--- config.mk ---
export PLATFORM = sky130hd
export DESIGN_NAME = debug_frame_streamer_flat
export DESIGN_NICKNAME = d
export VERILOG_FILES = /design/src/rtl/debug_frame_streamer_if.sv /design/src/rtl/debug_frame_streamer.sv /design/src/flat_wrapper.sv
export SDC_FILE = /design/constraint.sdc
export NUM_CORES = 1
export LEC_CHECK = 0
export BUFFER_PORTS_ARGS = -buffer_cell sky130_fd_sc_hd__buf_2
export CAP_MARGIN = 10
export CORE_MARGIN = 5
export CORE_UTILIZATION = 51
export CTS_CLUSTER_SIZE = 12
export DETAILED_ROUTE_END_ITERATION = 6
export GPL_ROUTABILITY_DRIVEN = 0
export HOLD_SLACK_MARGIN = 0.08
export PLACE_DENSITY = 0.76
export SETUP_SLACK_MARGIN = 0.5
export SLEW_MARGIN = 40
export SYNTH_ARGS = -nofsm -noshare
export SYNTH_HDL_FRONTEND = slang
export SYNTH_SLANG_ARGS = --single-unit
--- constraint.sdc ---
create_clock -name clk_48mhz -period 1.91 [get_ports clk_48mhz]
set_input_delay 0.0955 -clock clk_48mhz [delete_from_list [all_inputs] [get_ports clk_48mhz]]
set_output_delay 0.0955 -clock clk_48mhz [all_outputs]
set_load 0.01 [all_outputs]
--- src/rtl/debug_frame_streamer_if.sv ---
// TX byte handshake between debug_frame_streamer (master) and usb_serial uart_tx_* (slave).
interface debug_frame_streamer_if;
   logic       tx_ready;
   logic       tx_strobe;
   logic [7:0] tx_data;

   modport master (input tx_ready, output tx_strobe, output tx_data);
   modport slave  (output tx_ready, input tx_strobe, input tx_data);
endinterface

--- src/rtl/debug_frame_streamer.sv ---
// Snapshots an N-byte debug bus and streams SYNC + bytes (+ optional XOR checksum) to usb_serial.
// Optional checksum byte: define DEBUG_STREAM_CHECKSUM_EN.
module debug_frame_streamer #(
   parameter int         NUM_BYTES  = 8,
   parameter logic [7:0] SYNC_BYTE  = 8'hFF,
   parameter int         GAP_W      = 14,
   parameter int         STROBE_LEN = 4,
   parameter bit         FREE_RUN   = 1'b1
) (
   input  logic                   clk_48mhz,
   input  logic                   resetn,
   input  logic                   capture,
   input  logic [8*NUM_BYTES-1:0] data_in,
   debug_frame_streamer_if.master tx,
   output logic                   busy,
   output logic                   frame_done
);

   localparam int IDX_W = $clog2(NUM_BYTES + 3);
   localparam int STB_W = (STROBE_LEN > 1) ? $clog2(STROBE_LEN) : 1;
`ifdef DEBUG_STREAM_CHECKSUM_EN
   localparam int LAST_IDX = NUM_BYTES + 1;
`else
   localparam int LAST_IDX = NUM_BYTES;
`endif
   localparam logic [IDX_W-1:0] LAST = IDX_W'(LAST_IDX);

   typedef enum logic [1:0] {IDLE, GAP, STROBE, DONE} state_t;

   state_t                 state_q, state_d;
   logic                   cap_q, cap_d;
   logic                   pending_q, pending_d;
   logic                   restart_q, restart_d;
   logic [8*NUM_BYTES-1:0] snap_q, snap_d;
   logic [IDX_W-1:0]       idx_q, idx_d;
   logic [GAP_W-1:0]       gap_cnt_q, gap_cnt_d;
   logic                   gap_wait_q, gap_wait_d;
   logic [STB_W-1:0]       stb_cnt_q, stb_cnt_d;
   logic [7:0]             tx_data_q, tx_data_d;

   logic       cap_edge;
   logic       gap_expired;
   logic       stb_last;
   logic [7:0] next_byte;

   assign cap_edge    = capture & ~cap_q;
   // Once the counter has wrapped, gap_wait_q holds the expiry until tx_ready arrives.
   assign gap_expired = (gap_cnt_q == '1) | gap_wait_q;
   assign stb_last    = (stb_cnt_q == STB_W'(STROBE_LEN - 1));

`ifdef DEBUG_STREAM_CHECKSUM_EN
   logic [7:0] checksum;

   always_comb begin
      checksum = 8'h00;
      for (int k = 0; k < NUM_BYTES; k++) begin
         checksum = checksum ^ snap_q[8*k +: 8];
      end
   end
`endif

   // idx 0 is SYNC, 1..NUM_BYTES the snapshot, NUM_BYTES+1 the checksum when enabled.
   always_comb begin
      next_byte = SYNC_BYTE;
      for (int k = 0; k < NUM_BYTES; k++) begin
         if (idx_q == IDX_W'(k + 1)) next_byte = snap_q[8*k +: 8];
      end
`ifdef DEBUG_STREAM_CHECKSUM_EN
      if (idx_q == IDX_W'(NUM_BYTES + 1)) next_byte = checksum;
`endif
   end

   // NOTE: synchronous reset -- resetn is only looked at on a clk_48mhz edge, like the rest of top.
   always_ff @(posedge clk_48mhz) begin
      if (!resetn) begin
         // NOTE: <= in clocked blocks so every flop samples pre-edge values regardless of order.
         state_q <= IDLE;
      end else begin
         state_q <= state_d;
      end
   end

   always_comb begin
      state_d = state_q;
      unique case (state_q)
         IDLE:    if (restart_q || cap_edge || FREE_RUN) state_d = GAP;
         GAP:     if (gap_expired && tx.tx_ready) state_d = STROBE;
         STROBE:  if (stb_last) state_d = (idx_q == LAST) ? DONE : GAP;
         DONE:    state_d = IDLE;
         default: state_d = IDLE;
      endcase
   end

   always_comb begin
      tx.tx_strobe = (state_q == STROBE);
      tx.tx_data   = tx_data_q;
      busy         = (state_q != IDLE);
      frame_done   = (state_q == DONE);
   end

   always_comb begin
      // NOTE: every _d starts from its held value so no branch leaves it unassigned (no latches).
      cap_d      = capture;
      pending_d  = pending_q;
      restart_d  = restart_q;
      snap_d     = snap_q;
      idx_d      = idx_q;
      gap_cnt_d  = gap_cnt_q;
      gap_wait_d = gap_wait_q;
      stb_cnt_d  = stb_cnt_q;
      tx_data_d  = tx_data_q;

      unique case (state_q)
         IDLE: begin
            gap_cnt_d  = '0;
            gap_wait_d = 1'b0;
            stb_cnt_d  = '0;
            if (restart_q) begin
               // Snapshot was already taken in DONE; a fresh edge here queues another frame.
               restart_d = 1'b0;
               idx_d     = '0;
               if (cap_edge) pending_d = 1'b1;
            end else if (cap_edge || FREE_RUN) begin
               snap_d = data_in;
               idx_d  = '0;
            end
         end
         GAP: begin
            if (cap_edge) pending_d = 1'b1;
            if (gap_expired) begin
               gap_cnt_d = '0;
               if (tx.tx_ready) begin
                  tx_data_d  = next_byte;
                  gap_wait_d = 1'b0;
                  stb_cnt_d  = '0;
               end else begin
                  gap_wait_d = 1'b1;
               end
            end else begin
               gap_cnt_d = gap_cnt_q + GAP_W'(1);
            end
         end
         STROBE: begin
            if (cap_edge) pending_d = 1'b1;
            if (stb_last) begin
               stb_cnt_d = '0;
               idx_d     = idx_q + IDX_W'(1);
            end else begin
               stb_cnt_d = stb_cnt_q + STB_W'(1);
            end
         end
         DONE: begin
            if (pending_q || cap_edge) begin
               pending_d = 1'b0;
               restart_d = 1'b1;
               snap_d    = data_in;
            end
         end
         default: ;
      endcase
   end

   always_ff @(posedge clk_48mhz) begin
      if (!resetn) begin
         cap_q      <= 1'b0;
         pending_q  <= 1'b0;
         restart_q  <= 1'b0;
         // NOTE: the snapshot bank is cleared too, so nothing stale can be replayed after reset.
         snap_q     <= '0;
         idx_q      <= '0;
         gap_cnt_q  <= '0;
         gap_wait_q <= 1'b0;
         stb_cnt_q  <= '0;
         tx_data_q  <= 8'h00;
      end else begin
         cap_q      <= cap_d;
         pending_q  <= pending_d;
         restart_q  <= restart_d;
         snap_q     <= snap_d;
         idx_q      <= idx_d;
         gap_cnt_q  <= gap_cnt_d;
         gap_wait_q <= gap_wait_d;
         stb_cnt_q  <= stb_cnt_d;
         tx_data_q  <= tx_data_d;
      end
   end

endmodule

--- src/flat_wrapper.sv ---
// flat-port wrapper written by rule: the top's interface ports become plain ports
module debug_frame_streamer_flat 
#(
   parameter int         NUM_BYTES  = 8,
   parameter logic [7:0] SYNC_BYTE  = 8'hFF,
   parameter int         GAP_W      = 14,
   parameter int         STROBE_LEN = 4,
   parameter bit         FREE_RUN   = 1'b1
)
  (clk_48mhz, resetn, capture, data_in, busy, frame_done, tx_tx_ready, tx_tx_strobe, tx_tx_data);
  debug_frame_streamer_if tx_i ();
  input  logic clk_48mhz;
  input  logic resetn;
  input  logic capture;
  input  logic [8*NUM_BYTES-1:0] data_in;
  output logic busy;
  output logic frame_done;
  input wire logic [$bits(tx_i.tx_ready)-1:0] tx_tx_ready;
  output wire logic [$bits(tx_i.tx_strobe)-1:0] tx_tx_strobe;
  output wire logic [$bits(tx_i.tx_data)-1:0] tx_tx_data;
  assign tx_i.tx_ready = tx_tx_ready;
  assign tx_tx_strobe = tx_i.tx_strobe;
  assign tx_tx_data = tx_i.tx_data;
  debug_frame_streamer #(.NUM_BYTES(NUM_BYTES), .SYNC_BYTE(SYNC_BYTE), .GAP_W(GAP_W), .STROBE_LEN(STROBE_LEN), .FREE_RUN(FREE_RUN)) u_core (.clk_48mhz(clk_48mhz), .resetn(resetn), .capture(capture), .data_in(data_in), .tx(tx_i), .busy(busy), .frame_done(frame_done));
endmodule
After elaboration in Yosys (flattened, before gate mapping)
Index checks and enable logic that the tools add are counted.

operators by class
  reductions and logical operators = 17
  bitwise logic cells = 3
  equality and inequality tests = 20
  multiplexer cells = 32
  shifts and indexed selects = 0
  divide/modulo/power cells = 0
  $mul = 0
  $add $sub $neg = 3
  order comparisons = 0

operators with widths
  cell                                                                    count
  64-bit two-way mux                                                      2
  64-bit one-hot mux with 2 select lines                                  1
  8-bit two-way mux                                                       8
  14-bit one-hot mux with 2 select lines                                  1
  4-bit by 3-bit equality test with 1-bit output (second input constant)  4
  14-bit by 1-bit adder with 14-bit output (second input constant)        1
  14-bit equality test (second input constant)                            1
  14-bit two-way mux                                                      1
  2-bit two-way mux                                                       6
  2-bit by 1-bit != test with 1-bit output (second input constant)        5
  2-bit AND reduction                                                     5
  3-bit AND reduction                                                     3
  4-bit by 2-bit equality test with 1-bit output (second input constant)  2
  2-bit one-hot mux with 4 select lines                                   1
  4-bit one-hot mux with 2 select lines                                   1
  2-bit nonzero test                                                      4
  2-bit equality test (second input constant)                             3
  1-bit two-way mux                                                       6
  2-bit one-hot mux with 3 select lines                                   1
  4-bit by 1-bit adder with 4-bit output (second input constant)          1
  4-bit by 1-bit equality test with 1-bit output (second input constant)  1
  4-bit equality test (second input constant)                             1
  4-bit two-way mux                                                       1
  2-bit != test (second input constant)                                   2
  other kinds (12)                                                        13

word-level totals
  bits in registers = 98
  bits in writable memories = 0
  output and inout bits = 11
  bits in read-only memories = 0
  input port bits = 68
  bits in latches = 0
  word-level logic and storage cells = 85
  memories kept = 0

Logic depth before layout (Yosys ltp)
Gate-level depths: netlist of the first run.

  word-level depth = 9
  depth in mapped cells = 8
  depth with buffers taken out = 6

Worst setup path after synthesis of the first run
OpenSTA, ideal clock, no wires.

  kind = register to register
  start = reg u_core.gap_cnt_q[0]
  end = reg u_core.tx_data_q[4] (netlist: u_core.tx.tx_data[4])
  path buffers = 2
  data arrival time = 1.695 ns
  slack = 0.120 ns
  required time = 1.814 ns
  library setup time = 0.096 ns
  clock period less this slack = 1.790 ns
  stages on the path, launching flop included = 8
  cells stage by stage = dfxtp_1 ha_1 and4_1 buf_2 a41oi_4 or2_1 buf_6 o41ai_2

between the ends
  cells in the longest elaborated chain, start to end = 3

RTL lines
  element                        RTL line                     text
  start, declared                debug_frame_streamer.sv:36   logic [GAP_W-1:0] gap_cnt_q, gap_cnt_d;
  start signal, assigned         debug_frame_streamer.sv:181  gap_cnt_q <= gap_cnt_d;
  14-bit equality test           debug_frame_streamer.sv:48   assign gap_expired = (gap_cnt_q == '1) | gap_wait_q;
  1-bit OR                       debug_frame_streamer.sv:48
  3-bit AND reduction (no line)  n/a
  end signal, assigned           debug_frame_streamer.sv:184  tx_data_q <= tx_data_d;
  end, declared                  debug_frame_streamer.sv:39   logic [7:0] tx_data_q, tx_data_d;

Every way passes these cells.
A chain may end at the register's enable or synchronous reset.

Final worst setup path of the first run
  start = reg u_core.gap_cnt_q[1]
  end = reg u_core.tx_data_q[1] (netlist: u_core.tx.tx_data[1])

The elaborated chain is that of the path after synthesis.

==> impl_metrics.tcl, run 1 <==
set metrics [dict create \
    outcome "finished with violations" \
    setup-tns-final_ns 0 \
    hold_ws_ns 0.159 \
    cp.required_ns 2.25 \
    place_area_um2 5420 \
    wirelength_um 26700 \
    synth_flop_cell "dfxtp_1" \
    synth_cell_type_count 56 \
    track_usage 0.343 \
    slew_headroom 0.619 \
    p_switching_mw 1.29 \
    cts.htree.levels 3 \
    reg2reg_slack_ns 0.06 \
    fin_area_um2 7970 \
    area_delta_synth_final_pct 64.5 \
    row_count 35 \
    setup_violations 0 \
    syn_area_um2 4850 \
    postRouteAntennaNets 0 \
    dieWidth_um 107 \
    grt_pass1_vias 5468 \
    cap_violations 0 \
    hold_path_class "input port to register" \
    insertion_delay_ns 0.39 \
    leakage_nw 2.96 \
    power_density_nw_per_um2 552 \
    slew_violations 0 \
    antenna_found_initial 0 \
    start_util 0.524 \
    ys_seq_area_frac 0.405 \
    layout-drive-gt1-share 0.435 \
    vias_per_cell 7.33 \
    synth-edff-count 0 \
    vias 6624 \
    clockBufferDepth 2 \
    initialDrtViolationCount 1090 \
    p_comb_frac 0.169 \
    drc 11 \
    die_h_um 107 \
    n_fill_cell 393 \
    internal_power_mw 3.10 \
    async_reset_ff_frac 0 \
    setup_ws_ns 0.0602 \
    worst_slew_pin_slew_ns 0.569 \
    rsz0062_at_grt "true" \
    grt_pass1_wl_um 30600 \
    syn_nets 677 \
    antennaDiodeCount 0 \
    switching_share 0.294 \
    fmax_mhz 541 \
    worstSetupEndpointType "register" \
    cts_root_buf "clkbuf_8" \
    vdd_ir_drop_max_uv 399 \
    design.core.area_um2 9240 \
    cp_data_arrival_time_ns 2.19 \
    overflow 0 \
    clkPwrFrac 0.329 \
    critPathMaxFanout 8 \
    seqPwrFrac 0.502 \
    place_hpwl_um 9560 \
    finalCritPeriodShare 0.969 \
    numCtsBuffers 9 \
    finalHoldViolCount 0 \
    drt-pass1-iter-count 7 \
    fin_nets 844 \
    fin_crit_ns 1.85 \
    port_buffers 78 \
    critical_path_class "register to register" \
    synth.avg_cell_area_um2 8.04 \
    start_kind "register" \
    dieArea_um2 11600 \
    yosys_warnings 0 \
    pin_count 79 \
    grt_start_max_net_pins 58 \
    violations "design-rule violations" \
    wl_per_cell_um 29.6 \
    yosys_register_bits 98 \
    cts_tree "yes" \
    post-place-ws_ns 0.0375 \
    syn_inst 603 \
    fin_skew_ns 0.0126 \
    clkTransAtPathRegs_ns 0.11 \
    cts_num_sinks 98 \
]
[per-layer routing]
layer  vias to the layer above  GRT usage  wire, um
met3                       287     0.0870      4300
met4                         0      0.171      2470
met2                       763      0.536     11000
li1                       2578          -         -
met5                         -          0         0
met1                      2996      0.438      8940
[kinds of logic after synthesis]
group | count (synthesis) | share of synthesized area
buffers and inverters | 68 | 0.0573
XOR/XNOR | 2 | 0.00362
multiplexers | 3 | 0.00645
flip-flops | 98 | 0.405
adder cells (fa/ha/maj) | 6 | 0.0155
AND/OR/NAND/NOR | 207 | 0.240
AO/OA/AOI/OAI | 219 | 0.273
[cell type report]
class                   count  area, um^2  area share
multi-input cells         438        3450       0.433
well taps                 129         161      0.0203
repair buffers            217        2150       0.270
clock buffers              12         135      0.0170
clock inverters             4        51.3     0.00644
flip-flops and latches     98        1990       0.250
inverters                   6        30.0     0.00377
[registers in the layout, indices dropped and copies added (netlist names)]
| register | flops |
|---|---|
| u_core.state_q | 2 |
| u_core.stb_cnt_q | 2 |
| u_core.pending_q | 1 |
| u_core.tx.tx_data | 8 |
| u_core.restart_q | 1 |
| u_core.snap_q | 64 |
| u_core.gap_cnt_q | 14 |
| u_core.idx_q | 4 |
| u_core.gap_wait_q | 1 |
| u_core.cap_q | 1 |
[power by group through the flow]
stage | clock network, mW | logic (mW) | registers (mW)
after floorplan | 0 | 0.197 | 2.21
after global placement | 0 | 0.313 | 2.23
after detailed placement | 0 | 0.322 | 2.23
after CTS | 1.34 | 0.565 | 2.18
after global routing | 1.48 | 0.763 | 2.21
final | 1.45 | 0.742 | 2.21
[cells in the mapped netlist, types with 6 or more instances]
| cell type | n | area share |
|---|---|---|
| clkbuf_1 | 51 | 0.040 |
| buf_2 | 6 | 0.0062 |
| ha_1 | 6 | 0.015 |
| nand3_1 | 80 | 0.083 |
| o311a_1 | 14 | 0.029 |
| nand3b_1 | 12 | 0.019 |
| o21ai_0 | 77 | 0.080 |
| dfxtp_1 | 98 | 0.40 |
| nand2_1 | 23 | 0.018 |
| a21oi_1 | 79 | 0.082 |
| nor3_1 | 11 | 0.011 |
| and4_1 | 6 | 0.011 |
| nor3b_1 | 15 | 0.023 |
| nor2_1 | 11 | 0.0085 |
| a31oi_1 | 12 | 0.015 |
| nor2b_1 | 22 | 0.028 |
| a32o_1 | 7 | 0.014 |
[cell usage in the layout (no fill, tap or decap), types with 20 or more instances in the layout]
cell           Yosys  final
dfxtp_1           98     86
buf_2              6     77
dlygate4sd3_1      0     65
nand3_1           80     51
a21oi_1           79     41
a21oi_2            0     38
o21ai_1            5     29
o21ai_2            0     29
buf_4              0     26
nand2_1           23     21
o21ai_0           77     20
nand3_2            0     20
[per-stage QoR]
stage / std cells / util / power (mW)
floorplan: 603 / - / 2.40
global placement: 772 / 0.587 / 2.54
detailed placement: 772 / 0.587 / 2.55
CTS: 885 / 0.766 / 4.08
global route: 904 / 0.863 / 4.45
finish: 904 / 0.863 / 4.40
[worst max-delay path, cell delays in order, from the launching register on]
cell and delay [ns]:
dfxtp_4 0.38, ha_4 0.15, and4_4 0.30, a41oi_4 0.16, buf_4 0.23, nor3_2 0.37
a32o_2 0.20
[final timing paths]
| path | end | start | depth (start not counted) |
|---|---|---|---|
| setup / recovery | u_core.tx.tx_data[1] | u_core.gap_cnt_q[1] | 6 |
| hold / removal | u_core.state_q[0] | tx_tx_ready | 3 |
| setup reg to reg | u_core.tx.tx_data[1] | u_core.gap_cnt_q[1] | 6 |
| hold reg to reg | u_core.snap_q[42] | u_core.snap_q[42] | 2 |
[timing repair]
item | 4_1_cts | 5_1_grt
pin swaps | 42 | 78
cloned | 12 | 11
hold buffers | 65 | 0
setup endpoints to repair | 91 | 91
hold endpoints to repair | 65 | 0
gates resized for setup | 127 | 169
buffers inserted | 20 | 8
No activity file was read; power rests on OpenSTA's default activity.
==> run 2: changes to the inputs <==
Settings changed: ABC_AREA set to 1.
==> run 2 against run 1 <==
The flow still finishes with violations (design-rule violations). Critical endpoint is now u_core.idx_q[3]. Largest cell class unchanged. First-iteration DRC count decreased by 65%. Sequential cell count unchanged. Setup slack gained 0.055 ns. Count of clock-buffer cells in the layout decreased by 2. Sequential share of layout area up 3.2 points. Sequential power is 2% higher.
==> impl_metrics.tcl, run 2 <==
set metrics [dict create \
    vdd_ir_drop_max_uv 420 \
    violations "design-rule violations" \
    clockBufferDepth 2 \
    dieWidth_um 105 \
    yosys_register_bits 98 \
    synth_commonest_cells "149 x nor2_1, 117 x nand2_1, 98 x dfxtp_1" \
    cp_slowest_stage_delay_ns 0.42 \
    synthMostInstantiatedCell "nor2_1" \
    critPathMaxFanout 8 \
    grt_pass1_vias 4877 \
    pin_count 79 \
    worstSetupEndpointType "register" \
    port_buffers 78 \
    slew_violations 0 \
    cts.htree.levels 3 \
    cts_root_buf "clkbuf_8" \
    worst_slew_pin_slew_ns 0.510 \
    place_hpwl_um 7830 \
    min-delay-start "capture" \
    synth-edff-count 0 \
    postRouteAntennaNets 0 \
    final_cell_mix "133 x nor2_1, 104 x nand2_1, 85 x dfxtp_1, 78 x buf_2, 64 x dlygate4sd3_1" \
    synth_area_leaders "dfxtp_1 43%, nor2_1 12%, nand2_1 9.6%, o21ai_0 8.4%, a21oi_1 5.5%" \
    antenna_found_initial 1 \
    drt-pass1-iter-count 7 \
    post-place-ws_ns 0.168 \
    regMostFlops "u_core.snap_q" \
    reg2reg_to "u_core.idx_q[3]" \
    ys_seq_area_frac 0.427 \
    whs_path_depth 4 \
    cp.required_ns 2.14 \
    power.total_mw 4.30 \
    outcome "finished with violations" \
    drc 2 \
    grt_start_max_net_pins 54 \
    fin_crit_ns 1.79 \
    rsz0062_at_grt "true" \
    grt_pass1_wl_um 21700 \
    yosysTopAreaCellShare 0.427 \
    power_density_nw_per_um2 610 \
    setup-tns-final_ns 0 \
    finalHoldViolCount 0 \
    numCtsBuffers 9 \
    cp_common_cell "nand2_2" \
    cp_data_arrival_time_ns 2.03 \
    fin_skew_ns 0.00829 \
    critical_path_class "register to register" \
    setup_ws_ns 0.115 \
    slew_headroom 0.657 \
    final_common_cell "nor2_1" \
    place_area_um2 5090 \
    fin_nets 923 \
    area_delta_synth_final_pct 53.7 \
    clkTransAtPathRegs_ns 0.10 \
    dieArea_um2 11000 \
    hold_path_end "u_core.cap_q" \
    cts_tree "yes" \
    placed_cells 828 \
    hold_path_class "input port to register" \
    cts_num_sinks 98 \
    row_count 34 \
    vias_per_cell 5.64 \
    overflow 0 \
    async_reset_ff_frac 0 \
    synth.avg_cell_area_um2 6.88 \
    layout-drive-gt1-share 0.344 \
    synth_flop_cell "dfxtp_1" \
    synth_cell_type_count 31 \
    reg2reg_slack_ns 0.12 \
    cap_violations 0 \
    syn_inst 667 \
    syn_nets 741 \
    track_usage 0.235 \
    die_h_um 105 \
    hold_ws_ns 0.140 \
    worstPathCellList "buf_6 > inv_1 > nor2_4 > nand2_2 > nand2_2 > nand2_1 > nor4_1 > nor3_1" \
    fin_area_um2 7060 \
    start_util 0.524 \
    instances_no_fill 963 \
    fmax_mhz 557 \
    synth_top_area_cell "dfxtp_1" \
    vias 5427 \
    wl_per_cell_um 17.7 \
    largest_reg_flops 64 \
    design.core.area_um2 8760 \
    r2r_start "u_core.state_q[1]" \
    leakage_nw 3.08 \
    post-route-util 0.805 \
    cpMaxStageDelayCell "nor4_1" \
    insertion_delay_ns 0.37 \
    start_kind "register" \
    wirelength_um 17100 \
    finalCritPeriodShare 0.940 \
    yosys_warnings 0 \
    setup_violations 0 \
    syn_area_um2 4590 \
    initialDrtViolationCount 386 \
    worst_r2r_path_depth 8 \
]
==> run 2: changes by cell type in the layout (fill, tap and decap cells not counted), moves of 17 or more <==
cell	delta
nor2_1	+125
nand2_1	+83
inv_1	+35
nand3_1	-29
a21oi_2	-20
nor2b_1	-19
o21ai_0	+17
==> run 2: timing repair <==
| item | CTS | global route |
|---|---|---|
| hold buffers | 65 | 0 |
| hold endpoints to repair | 65 | 0 |
| pin swaps | 16 | 30 |
| setup endpoints to repair | 93 | 91 |
| setup buffers | 20 | 20 |
| cloned | 3 | 10 |
| gates resized for setup | 62 | 143 |
==> run 2: final cells by class <==
class / instances / area [um^2]
multi-input combinational: 485 / 2760
sequential: 98 / 1990
fill: 498 / 1710
timing repair buffer: 200 / 1690
inverter: 52 / 251
clock buffer: 10 / 138
tap: 108 / 135
clock inverter: 6 / 40.0
timing repair inverter: 3 / 38.8
antenna: 1 / 2.50
==> run 2: worst max-delay path by stage <==
stage,startpoint,endpoint,slack [ns]
2_1_floorplan,u_core.idx_q[1],u_core.tx.tx_data[0],0.43
3_3_place_gp,u_core.state_q[1],u_core.snap_q[17],0.20
3_5_place_dp,u_core.idx_q[2],u_core.tx.tx_data[5],0.17
4_1_cts,u_core.idx_q[1],u_core.tx.tx_data[5],0.32
5_1_grt,u_core.state_q[1],u_core.idx_q[3],-0.03
6_report,u_core.state_q[1],u_core.idx_q[3],0.12
==> run 2: report_power, final <==
group / leakage [nW] / switching (mW) / internal, mW
Combinational: 2.18 / 0.408 / 0.374
Clock: 0.0890 / 0.764 / 0.511
Sequential: 0.816 / 0.0802 / 2.16
Total: 3.08 / 1.25 / 3.05
==> run 2: cells by family (layout without fill, tap and decap cells) <==
group / Yosys count / count (layout) / share of synthesized area
simple gates: 340 / 341 / 0.320
compound gates: 132 / 132 / 0.147
flops: 98 / 98 / 0.427
buf+inv: 85 / 271 / 0.0774
fa+ha+maj: 6 / 6 / 0.0164
xor+xnor: 6 / 6 / 0.0114
other cells: 0 / 1 / 0
==> run 2: metal layers <==
layer | wire length, um | GRT usage | up-vias
li1 | - | - | 2508
met5 | 0 | 0 | -
met2 | 8580 | 0.423 | 332
met3 | 1410 | 0.0358 | 100
met1 | 6100 | 0.276 | 2487
met4 | 965 | 0.0995 | 0
==> run 2: worst max-delay path: cells and delay by family, from the launching register on <==
family / cells / cell delay (ns)
buffers and inverters: 2 / 0.21
AND/OR/NAND/NOR: 6 / 1.06
flip-flops: 1 / 0.40
==> run 3: changes to the inputs <==
Settings changed: CORE_UTILIZATION 51 to 52, CTS_BUF_LIST set to sky130_fd_sc_hd__clkbuf_4 sky130_fd_sc_hd__clkbuf_8, PLACE_DENSITY 0.76 to 0.78.
==> run 3 against run 2 <==
Combinational power increased by 13%. The flow now finishes without violations. Global-route usage increased by 0.59 points. Design area increased by 3.9%. Largest power group unchanged. Die area decreased by 1.7%. Worst hold slack got worse by 0.056 ns. Final cell count increased by 0.73%.
==> impl_metrics.tcl, run 3 (same netlist as run 2, synthesis figures left out) <==
set metrics [dict create \
    vias_per_cell 6.17 \
    post-route-util 0.845 \
    row_count 34 \
    final_cell_mix "102 x nand2_1, 92 x nor2_1, 85 x dfxtp_1, 77 x buf_2, 64 x dlygate4sd3_1" \
    numCtsBuffers 9 \
    setup-tns-final_ns 0 \
    pin_count 79 \
    cp_slowest_stage_delay_ns 0.39 \
    cp.required_ns 2.18 \
    cap_violations 0 \
    initialDrtViolationCount 703 \
    grt_pass1_wl_um 22000 \
    worst_slew_pin_slew_ns 0.682 \
    slew_violations 0 \
    rsz0062_at_grt "true" \
    finalCritPeriodShare 0.944 \
    dieWidth_um 104 \
    fin_skew_ns 0.0142 \
    grt_util_met3 0.0453 \
    fmax_mhz 555 \
    placed_cells 826 \
    whs_path_depth 3 \
    port_buffers 78 \
    reg2reg_slack_ns 0.11 \
    instances_no_fill 970 \
    worstSetupEndpointType "register" \
    r2r_start "u_core.idx_q[0]" \
    fin_nets 930 \
    clkTransAtPathRegs_ns 0.11 \
    final_common_cell "nand2_1" \
    postRouteAntennaNets 0 \
    hold_ws_ns 0.0840 \
    grt_pass1_vias 4881 \
    dieArea_um2 10800 \
    die_h_um 104 \
    finalHoldViolCount 0 \
    start_util 0.529 \
    drc 0 \
    track_usage 0.241 \
    antenna_found_initial 0 \
    fin_crit_ns 1.80 \
    grtUsageMet2 0.432 \
    crit_start "u_core.idx_q[0]" \
    leakage_nw 3.16 \
    power_density_nw_per_um2 616 \
    worst_r2r_path_depth 13 \
    clockBufferDepth 2 \
    cts_root_buf "clkbuf_8" \
    area_delta_synth_final_pct 59.7 \
    hold_path_class "input port to register" \
    setup_violations 0 \
    n_fill_cell 411 \
    cp_data_arrival_time_ns 2.07 \
    start_kind "register" \
    met1_usage 0.281 \
    cts_tree "yes" \
    largest_reg_flops 64 \
    layout-drive-gt1-share 0.370 \
    setup_ws_ns 0.107 \
    vias 5981 \
    insertion_delay_ns 0.38 \
    wirelength_um 19700 \
    design.core.area_um2 8680 \
    critPathMaxFanout 7 \
    hold_path_end "u_core.state_q[1]" \
    grt_start_max_net_pins 54 \
    place_hpwl_um 7910 \
    overflow 0 \
    outcome "finished clean" \
    drt-pass1-iter-count 7 \
    worstPathCellList "inv_4 > ha_4 > buf_4 > nor2_1 > nand3_1 > nand3_1 > nand2_1 > nand2_1 > nand2_1 > nand2_1 > nand2_1 > nand2_1 > a21oi_2" \
    wl_per_cell_um 20.3 \
    cts_num_sinks 98 \
    grt-busiest-layer "met2" \
    slew_headroom 0.545 \
    min-delay-start "tx_tx_ready" \
    post-place-ws_ns 0.128 \
    vdd_ir_drop_max_uv 406 \
    cp_common_cell "nand2_1" \
    regMostFlops "u_core.snap_q" \
    cpMaxStageDelayCell "dfxtp_4" \
    critical_path_class "register to register" \
    reg2reg_to "u_core.tx.tx_data[1]" \
    cts.htree.levels 3 \
]
run 3: cell count changes in the layout (fill, tap and decap cells not counted), sizes merged:
cell      before  now
clkinv         3    7
inv           55   58
clkinvlp       3    0
nand2        121  122
nor2         156  157
buf          131  132
run 3: timing repair:
action	in CTS	in global routing
hold buffers	65	0
cloned	5	11
pin swaps	15	23
resized for setup	67	192
hold endpoints to repair	65	0
buffers inserted	23	23
setup endpoints to repair	94	92
run 3: worst max-delay path by stage:
| stage | to | slack, ns |
|---|---|---|
| 2_1_floorplan | u_core.tx.tx_data[0] | 0.43 |
| 3_3_place_gp | u_core.tx.tx_data[5] | 0.21 |
| 3_5_place_dp | u_core.snap_q[10] | 0.13 |
| 4_1_cts | u_core.tx.tx_data[5] | 0.34 |
| 5_1_grt | u_core.tx.tx_data[3] | 0.05 |
| 6_report | u_core.tx.tx_data[1] | 0.11 |
run 3: power breakdown:
part           internal [mW]  total, mW  leakage (nW)  switching (mW)
Clock                  0.551       1.34        0.0997           0.790
Sequential              2.17       2.29         0.816           0.123
Combinational          0.415      0.884          2.24           0.469
Total                   3.13       4.51          3.16            1.38
run 3: critical path: cells and delay by family (launching register included):
kind                     cells  cell delay [ns]
buffers and inverters        2             0.22
flip-flops                   1             0.39
adder cells (fa/ha/maj)      1             0.18
AO/OA/AOI/OAI                1             0.06
AND/OR/NAND/NOR              9             0.84
run 3: through the flow:
step	instance area [um^2]	power [mW]
6_report	7330	4.51
4_1_cts	6330	4.06
3_3_place_gp	5070	2.64
3_5_place_dp	5070	2.66
5_1_grt	7330	4.63
2_1_floorplan	4680	2.52
run 3: final cells by class:
type	count	area (um^2)	share of cell area
tap	108	135	0.0184
timing repair buffer	200	1700	0.232
timing repair inverter	8	148	0.0201
clock buffer	11	151	0.0207
sequential	98	1990	0.272
inverter	52	249	0.0340
multi-input combinational	487	2910	0.397
clock inverter	5	36.3	0.00495
antenna	1	2.50	0.000341
run 3: per-layer routing:
metal / routed length (um) / up-vias
met4: 1540 / 0
met3: 2110 / 174
met1: 6810 / 2736
li1: - / 2526
met2: 9280 / 545
met5: 0 / -
